$ cat src/rtl/multiplier_pkg.sv
// ---------------------------------------------------------------
// multiplier_pkg : shared types and sizes for the multiplier
// Rev 1.0
// ---------------------------------------------------------------
`default_nettype none

package multiplier_pkg;

  localparam int WIDTH     = 8;
  localparam int ITERS     = 8;
  localparam int CHAIN_LEN = 32;
  localparam int CNT_W     = $clog2(ITERS);

  typedef enum logic [1:0] {
    IDLE = 2'd0,
    RUN  = 2'd1,
    DONE = 2'd2
  } state_t;

endpackage

`default_nettype wire

$ cat src/rtl/multiplier_if.sv
// ---------------------------------------------------------------
// multiplier_if : request, operand, result and scan signals
// Rev 1.0
// ---------------------------------------------------------------
`default_nettype none

interface multiplier_if;
  import multiplier_pkg::*;

  logic                 req;
  logic [WIDTH-1:0]     multiplicand;
  logic [WIDTH-1:0]     multiplier;
  logic [WIDTH-1:0]     addend;
  logic                 test;
  logic                 sdi;
  logic [2*WIDTH-1:0]   product;
  logic                 overflow;
  logic                 done;
  logic                 sdo;

  modport master (
    output req, multiplicand, multiplier, addend, test, sdi,
    input  product, overflow, done, sdo
  );

  modport slave (
    input  req, multiplicand, multiplier, addend, test, sdi,
    output product, overflow, done, sdo
  );

endinterface

`default_nettype wire

$ cat src/rtl/mul_control.sv
// ---------------------------------------------------------------
// mul_control : IDLE/RUN/DONE sequencer and bit counter
// Rev 1.0
// ---------------------------------------------------------------
`default_nettype none

module mul_control
  import multiplier_pkg::*;
(
  input  wire logic             clk,
  input  wire logic             rst,
  input  wire logic             req,
  input  wire logic             test,
  output logic                  load,
  output logic                  add,
  output logic                  shift,
  output logic [CNT_W-1:0]      count,
  output logic                  done
);

  state_t           state, state_next;
  logic [CNT_W-1:0] count_next;

  always_ff @(posedge clk) begin
    if (rst) begin
      state <= IDLE;
      count <= '0;
    end else begin
      state <= state_next;
      count <= count_next;
    end
  end

  // Scan mode freezes the sequencer so a shift never disturbs a transaction
  always_comb begin
    state_next = state;
    count_next = count;
    load       = 1'b0;
    add        = 1'b0;
    shift      = 1'b0;
    if (test) begin
      shift = 1'b1;
    end else begin
      case (state)
        IDLE: begin
          if (req) begin
            load       = 1'b1;
            count_next = '0;
            state_next = RUN;
          end
        end
        RUN: begin
          add        = 1'b1;
          count_next = count + 1'b1;
          if (count == CNT_W'(ITERS - 1)) begin
            state_next = DONE;
          end
        end
        DONE: begin
          if (!req) begin
            state_next = IDLE;
          end
        end
        default: state_next = IDLE;
      endcase
    end
  end

  assign done = (state == DONE);

endmodule

`default_nettype wire

$ cat src/rtl/multiplier.sv
// ---------------------------------------------------------------
// multiplier : 8x8 shift-add multiply-accumulate with scan chain
// Rev 1.0
// ---------------------------------------------------------------
`default_nettype none

module multiplier
  import multiplier_pkg::*;
(
  input  wire logic      clk,
  input  wire logic      rst,
  multiplier_if.slave    bus
);

  logic [2*WIDTH-1:0]   acc;
  logic [WIDTH-1:0]     mcand;
  logic [WIDTH-1:0]     mplier;
  logic                 overflow;
  logic                 load, add, shift, done;
  logic [CNT_W-1:0]     count;
  logic [2*WIDTH-1:0]   acc_step;
  logic [CHAIN_LEN-1:0] chain_shifted;

  mul_control u_control (
    .clk   (clk),
    .rst   (rst),
    .req   (bus.req),
    .test  (bus.test),
    .load  (load),
    .add   (add),
    .shift (shift),
    .count (count),
    .done  (done)
  );

  assign acc_step = mplier[count]
                  ? acc + ({{WIDTH{1'b0}}, mcand} << count)
                  : acc;

  // Chain runs SDI -> acc -> mcand -> mplier -> SDO, LSB to MSB within each
  assign chain_shifted = {mplier[WIDTH-2:0], mcand, acc, bus.sdi};

  always_ff @(posedge clk) begin
    if (rst) begin
      acc      <= '0;
      mcand    <= '0;
      mplier   <= '0;
      overflow <= 1'b0;
    end else if (shift) begin
      {mplier, mcand, acc} <= chain_shifted;
    end else if (load) begin
      acc      <= {{WIDTH{1'b0}}, bus.addend};
      mcand    <= bus.multiplicand;
      mplier   <= bus.multiplier;
      overflow <= 1'b0;
    end else if (add) begin
      acc      <= acc_step;
      overflow <= |acc_step[2*WIDTH-1:WIDTH];
    end
  end

  assign bus.product  = acc;
  assign bus.overflow = overflow;
  assign bus.done     = done;
  assign bus.sdo      = mplier[WIDTH-1];

endmodule

`default_nettype wire

$ cat src/flat_wrapper.sv
// flat-port wrapper written by rule: the top's interface ports become plain ports
module multiplier_flat import multiplier_pkg::*;
  (clk, rst, bus_req, bus_multiplicand, bus_multiplier, bus_addend, bus_test, bus_sdi, bus_product, bus_overflow, bus_done, bus_sdo);
  multiplier_if bus_i ();
  input  wire logic clk;
  input  wire logic rst;
  input wire logic [$bits(bus_i.req)-1:0] bus_req;
  input wire logic [$bits(bus_i.multiplicand)-1:0] bus_multiplicand;
  input wire logic [$bits(bus_i.multiplier)-1:0] bus_multiplier;
  input wire logic [$bits(bus_i.addend)-1:0] bus_addend;
  input wire logic [$bits(bus_i.test)-1:0] bus_test;
  input wire logic [$bits(bus_i.sdi)-1:0] bus_sdi;
  output wire logic [$bits(bus_i.product)-1:0] bus_product;
  output wire logic [$bits(bus_i.overflow)-1:0] bus_overflow;
  output wire logic [$bits(bus_i.done)-1:0] bus_done;
  output wire logic [$bits(bus_i.sdo)-1:0] bus_sdo;
  assign bus_i.req = bus_req;
  assign bus_i.multiplicand = bus_multiplicand;
  assign bus_i.multiplier = bus_multiplier;
  assign bus_i.addend = bus_addend;
  assign bus_i.test = bus_test;
  assign bus_i.sdi = bus_sdi;
  assign bus_product = bus_i.product;
  assign bus_overflow = bus_i.overflow;
  assign bus_done = bus_i.done;
  assign bus_sdo = bus_i.sdo;
  multiplier u_core (.clk(clk), .rst(rst), .bus(bus_i));
endmodule
$ cat config.mk
export PLATFORM = sky130hd
export DESIGN_NAME = multiplier_flat
export DESIGN_NICKNAME = d
export VERILOG_FILES = /design/src/rtl/multiplier_pkg.sv /design/src/rtl/multiplier_if.sv /design/src/rtl/mul_control.sv /design/src/rtl/multiplier.sv /design/src/flat_wrapper.sv
export SDC_FILE = /design/constraint.sdc
export NUM_CORES = 1
export LEC_CHECK = 0
export CAP_MARGIN = 20
export CORE_ASPECT_RATIO = 1.5
export CORE_UTILIZATION = 49
export DETAILED_ROUTE_END_ITERATION = 10
export PLACE_DENSITY = 0.77
export SYNTH_ARGS = -nofsm -noshare
export SYNTH_HDL_FRONTEND = slang
export SYNTH_SLANG_ARGS = --single-unit
$ cat constraint.sdc
create_clock -name clk -period 3.6 [get_ports clk]
set_clock_uncertainty 0.15 [all_clocks]
set_input_delay 0.54 -clock clk [delete_from_list [all_inputs] [get_ports clk]]
set_output_delay 0.54 -clock clk [all_outputs]
set_load 0.01 [all_outputs]
==> flow_summary.toml, run 1 <==
[outcome]
status = "finished, final reports clean"

[worst_setup_path]
crit_chain = "mux2_2 -> o21ai_0 -> nor2_1 -> ha_1 -> o21a_1 -> o31a_1 -> o2111ai_1 -> and4_1 -> o31ai_1 -> a2111oi_4 -> nand4_1 -> o31a_1"
startpoint_type = "flop"
crit_top_cell = "o31a_1"
timing_worst_setup_path_type = "flop to flop"
critPathBufInv = 0
cp.arrival_ns = 3.43
crit_slowest_cell = "dfxtp_4"
crit_path_end_kind = "flop"
critPathMaxStageDelay_ns = 0.42
cp_max_fo = 9
critPathRequiredTime_ns = 3.62
cpLargestDelayFamily = "compound AO/OA/AOI/OAI gates"

[global_route]
grt-ovfl-total = 0
grt_util_met2 = 0.4552
grt_antenna_before_repair = 0
use_met1 = 0.3005
grt_pass1_wl_mm = 13.21
grt_max_degree = 41
grt_busiest_layer = "met2"
grt_usage = 0.2643
globalRouteMet3Util = 0.04695
grt_pass1_vias = 2843

[synth]
synth_seq_cells = 38
post-synth-top-area-fraction = 0.2563
syn_area_sq_um = 2968
syn-num-nets = 439
synthTopCellsByArea = "dfxtp_1 26%, nor2_1 9.1%, mux2i_1 8.1%"
synth_edf_count = 0
synthCells = 392
ys_top_cells_by_count = "72 x nor2_1, 44 x nand2_1, 42 x a21oi_1"
synth_ff_type = "dfxtp_1"
synth_most_common_cell = "nor2_1"
seq_area_frac_synth = 0.2563
avgSynthCellArea_sq_um = 7.571
synth_largest_area_cell = "dfxtp_1"
ys_types = 58
async_reset_ff_frac = 0
synth_warnings = 0

[timing]
period_needed_ns = 3.406
slew_violations = 0
finalCritPeriodShare = 0.9460
whs_ns = 0.3555
setup_viol = 0
maxSlewHeadroom = 0.4762
worst_pin_slew_ns = 0.7829
max_freq_ghz = 0.2936
setup_ws_ns = 0.1945
final_hold_viol_count = 0
rsz0062_at_grt = "no"
tns_ns = 0

[place]
place_congestion = 0.8908
dp_hpwl_mm = 5.903
pre_cts_slack_ns = 0.07638
dp.cells = 502
port-buffer-count = 47

[power]
comb_power_share = 0.197
p_switching_uw = 296.8
netSwitchingFraction = 0.2614
leakagePower_uw = 0.001449
ir_drop_mv = 0.2576
power_frac_clock = 0.402
seq_power_share = 0.401
power.internal_uw = 838.7
p_per_area_nw_per_um2 = 307.9

[final_layout]
drive_gt1_frac = 0.08904
multi_input_area_sq_um = 2091
fillers = 530
final_core_util = 0.6329
nNetsFinal = 484
area_growth_syn_to_layout_pct = 24.28
fin_cells = 510
n_antenna_cell = 0
seq_area_sq_um = 764.5

[clock_network]
clock_path_buffers = 2
postCtsSetupBuffers = 0
worstSkewPairLatency_ns = 0.29
htreeDepth = 2
cts_root_buf = "clkbuf_8"
postCtsHoldBufs = 0
cts_made_buffers = 5
cts_tree = "done"
path_clk_slew_ns = 0.09
clock_sinks = 38

[floorplan]
die_w_um = 65.55
die_y_um = 97.32
die_area_sq_um = 6379
core_sq_um = 5828
start_util = 0.5092
ioPinCount = 48
rows = 34

[route]
vias_per_cell = 5.912
drt-wirelength-per-cell_um = 15.72
drc = 0
drt_iter0_drc = 232
dr.pass1.iters = 6
wl_mm = 8.017
vias = 3015
postRouteAntennaNets = 0

[worst_hold_path]
min_path_type = "flop to flop"

[run]
drv_cap = 0
per-stage QoR:
| stage | instance area, sq um | total power (uW) |
|---|---|---|
| after floorplan | 2968 | 599.9 |
| after global placement | 3530 | 680.5 |
| after detailed placement | 3530 | 686.3 |
| after CTS | 3672 | 1141 |
| after global routing | 3689 | 1187 |
| final | 3689 | 1136 |
power by group through the flow:
stage	Clock, uW	Combinational (uW)	Sequential (uW)
2_1_floorplan	0	138	462
3_3_place_gp	0	216	465
3_5_place_dp	0	221	465
4_1_cts	463	223	456
5_1_grt	483	246	458
6_report	456	224	456
cell families after synthesis:
kind of cell             after synthesis  synth area share
multiplexers                          33            0.1239
XOR/XNOR                              10           0.02951
flip-flops                            38            0.2563
adder cells (fa/ha/maj)               18           0.07841
AO/OA/AOI/OAI                        109            0.2420
AND/OR/NAND/NOR                      151            0.2256
buffers and inverters                 33           0.04426
metal layers:
metal,vias to the layer above,wire length [um]
met1,1398,3282
met5,-,0
met4,0,312
met2,103,4063
met3,23,358
li1,1491,-
registers in the layout, indices dropped and copies added (netlist names):
name                    count
u_core.bus.overflow         1
u_core.u_control.state      2
u_core.u_control.count      3
u_core.mcand                8
u_core.bus.product         16
u_core.mplier               8
final timing paths:
path | startpoint | end | slack, ns | cells past startpoint
max | u_core.u_control.count[0] | u_core.bus.overflow | 0.19 | 12
min | u_core.bus.product[4] | u_core.bus.product[4] | 0.36 | 2
max reg2reg | u_core.u_control.count[0] | u_core.bus.overflow | 0.19 | 12
min reg2reg | u_core.bus.product[4] | u_core.bus.product[4] | 0.36 | 2
worst reg2reg max path, cell delays in order (launching register included):
cell       delay, ns
dfxtp_4         0.42
mux2_2          0.37
o21ai_0         0.23
nor2_1          0.07
ha_1            0.38
o21a_1          0.24
o31a_1          0.12
o2111ai_1       0.28
and4_1          0.23
o31ai_1         0.11
a2111oi_4       0.28
nand4_1         0.14
o31a_1          0.29
layout by cell type, fill, tap and decap left out, types with 2 or more instances in the layout:
master	instances
and4_1	2
a22oi_1	5
mux2_2	5
o21ai_1	4
xnor2_1	5
or3_1	3
a2111oi_0	2
nand3_1	5
mux2_1	2
nand2b_1	6
nand4_1	2
a21oi_1	42
o21a_1	5
a222oi_1	5
ha_1	17
xor2_1	5
a21o_1	2
mux2i_1	23
nor3_1	4
o22ai_1	3
dfxtp_1	37
bufinv_16	2
o31a_1	3
o21ai_0	16
a31oi_1	3
clkbuf_8	6
buf_4	12
nand2_1	44
o211ai_1	3
nor2_1	72
o31ai_1	3
clkdlybuf4s50_1	46
inv_1	11
and3_1	2
nor2b_1	3
what timing repair did:
action,CTS,global route
setup endpoints to repair,0,7
resized for setup,0,5
hold endpoints to repair,0,0
area by class of cell:
| class | instances | share of cell area |
|---|---|---|
| flip-flops and latches | 38 | 0.2073 |
| clock inverters | 2 | 0.01628 |
| clock buffers | 6 | 0.02239 |
| repair buffers | 59 | 0.1506 |
| well taps | 72 | 0.02442 |
| multi-input cells | 321 | 0.5668 |
| inverters | 12 | 0.01221 |
No activity file was read; power rests on OpenSTA's default activity.
==> run 2: changes to the inputs <==
--- a/config.mk
+++ b/config.mk
@@ -7,9 +7,9 @@
 export LEC_CHECK = 0
 export CAP_MARGIN = 20
 export CORE_ASPECT_RATIO = 1.5
-export CORE_UTILIZATION = 49
+export CORE_UTILIZATION = 30
 export DETAILED_ROUTE_END_ITERATION = 10
-export PLACE_DENSITY = 0.77
+export HOLD_SLACK_MARGIN = 0.15
 export SYNTH_ARGS = -nofsm -noshare
 export SYNTH_HDL_FRONTEND = slang
 export SYNTH_SLANG_ARGS = --single-unit
==> run 2 against run 1 <==
Effect of this change:
- wire length rose by 0.82%
- sequential share of layout area shrank 0.54 points
- combinational power is essentially flat
==> flow_summary.toml, run 2 (synthesis gave the netlist of run 1 again) <==
[outcome]
status = "finished, final reports clean"

[route]
wl_mm = 8.083
drt_iter0_drc = 166
drc = 0
vias_per_cell = 5.293
vias = 2922
dr.pass1.iters = 4
postRouteAntennaNets = 0
drt-wirelength-per-cell_um = 14.64

[timing]
slew_violations = 0
final_hold_viol_count = 0
period_needed_ns = 3.446
tns_ns = 0
maxSlewHeadroom = 0.3217
setup_viol = 0
finalCritPeriodShare = 0.9573
max_freq_ghz = 0.2902
worst_pin_slew_ns = 1.017
rsz0062_at_grt = "no"

[place]
place_congestion = 0.8962
port-buffer-count = 47
dp_hpwl_mm = 6.229
dp.cells = 544
post_dp_cell_area_sq_um = 3588

[power]
leakagePower_uw = 0.001461
p_per_area_nw_per_um2 = 332.1
ir_drop_mv = 0.2140

[clock_network]
cts_made_buffers = 5
clock_sinks = 38
worstSkewPairLatency_ns = 0.29
path_clk_slew_ns = 0.06
cts_tree = "done"
postCtsHoldBufs = 0
postCtsSetupBuffers = 0
cts_root_buf = "clkbuf_16"
htreeDepth = 2
clock_path_buffers = 2

[worst_setup_path]
cp.arrival_ns = 3.48
timing_worst_setup_path_type = "flop to flop"
startpoint_type = "flop"
cp_max_fo = 11
reg2reg_depth = 12
critPathRequiredTime_ns = 3.63
crit_path_end_kind = "flop"

[final_layout]
nNetsFinal = 483
largest_register_ffs = 16
drive_gt1_frac = 0.08696
fin_cells = 552
n_antenna_cell = 0
final_cell_mix = "72 x nor2_1, 46 x clkdlybuf4s50_1, 44 x nand2_1, 42 x a21oi_1, 36 x dfxtp_1"
final_common_cell = "nor2_1"
area_growth_syn_to_layout_pct = 27.82
fin_area_sq_um = 3794
fillers = 975

[run]
drv_cap = 0

[floorplan]
die_y_um = 123.8
ioPinCount = 48
die_w_um = 83.21
core_sq_um = 9634
die_area_sq_um = 10300
start_util = 0.3081
rows = 44

[global_route]
grt_pass1_vias = 2787
grt_max_degree = 63
grt_usage = 0.1577
grt_antenna_before_repair = 0
grt_pass1_wl_mm = 13.03
grt-ovfl-total = 0

[worst_hold_path]
hold_depth = 2
min_path_type = "flop to flop"
## run 2: per-layer routing
metal / global-route usage / routed length (um)
met2: 0.3115 / 4352
met4: 0.07112 / 184
met3: 0.02054 / 235
met5: 0 / 0
met1: 0.1652 / 3310
## run 2: critical path: stages, from the launching register on
cell and delay (ns):
dfxtp_4 0.42, mux2_2 0.36, o21ai_0 0.25, nor2_1 0.10
ha_1 0.38, o21a_1 0.22, o31a_1 0.13, o2111ai_2 0.27
and4_1 0.22, o31ai_1 0.12, a2111oi_4 0.28, nand4_1 0.16
o31a_1 0.29
## run 2: final timing paths
path | start | to | slack [ns]
min reg2reg | u_core.bus.product[2] | u_core.bus.product[2] | 0.35
max | u_core.u_control.count[0] | u_core.bus.overflow | 0.15
max reg2reg | u_core.u_control.count[0] | u_core.bus.overflow | 0.15
min | u_core.bus.product[2] | u_core.bus.product[2] | 0.35
## run 2: per-stage QoR
stage | power (uW) | util | hold slack, ns | setup WS, ns
finish | 1260 | 0.3938 | 0.3507 | 0.1535
global placement | 685.4 | 0.3725 | 0.3353 | -0.01327
floorplan | 599.9 | - | 0.3174 | 0.1361
CTS | 1272 | 0.3927 | 0.3571 | 0.03792
global route | 1311 | 0.3938 | 0.3762 | 0.004844
detailed placement | 687.3 | 0.3725 | 0.3470 | -0.09182
## run 2: repair_timing
item,CTS,global route
gates cloned,0,0
setup endpoints to repair,1,2
resized for setup,1,3
## run 2: layout make-up
type / instances / area (sq um) / share of cell area
multi-input combinational: 321 / 2085 / 0.5495
timing repair buffer: 58 / 560.5 / 0.1478
sequential: 38 / 765.7 / 0.2018
clock inverter: 3 / 68.82 / 0.01814
tap: 115 / 143.9 / 0.03793
clock buffer: 5 / 125.1 / 0.03298
inverter: 12 / 45.04 / 0.01187
## run 2: power breakdown
part           internal, uW  switching [uW]
logic                   107             114
registers               437            19.8
clock network           398             184
total                   942             318
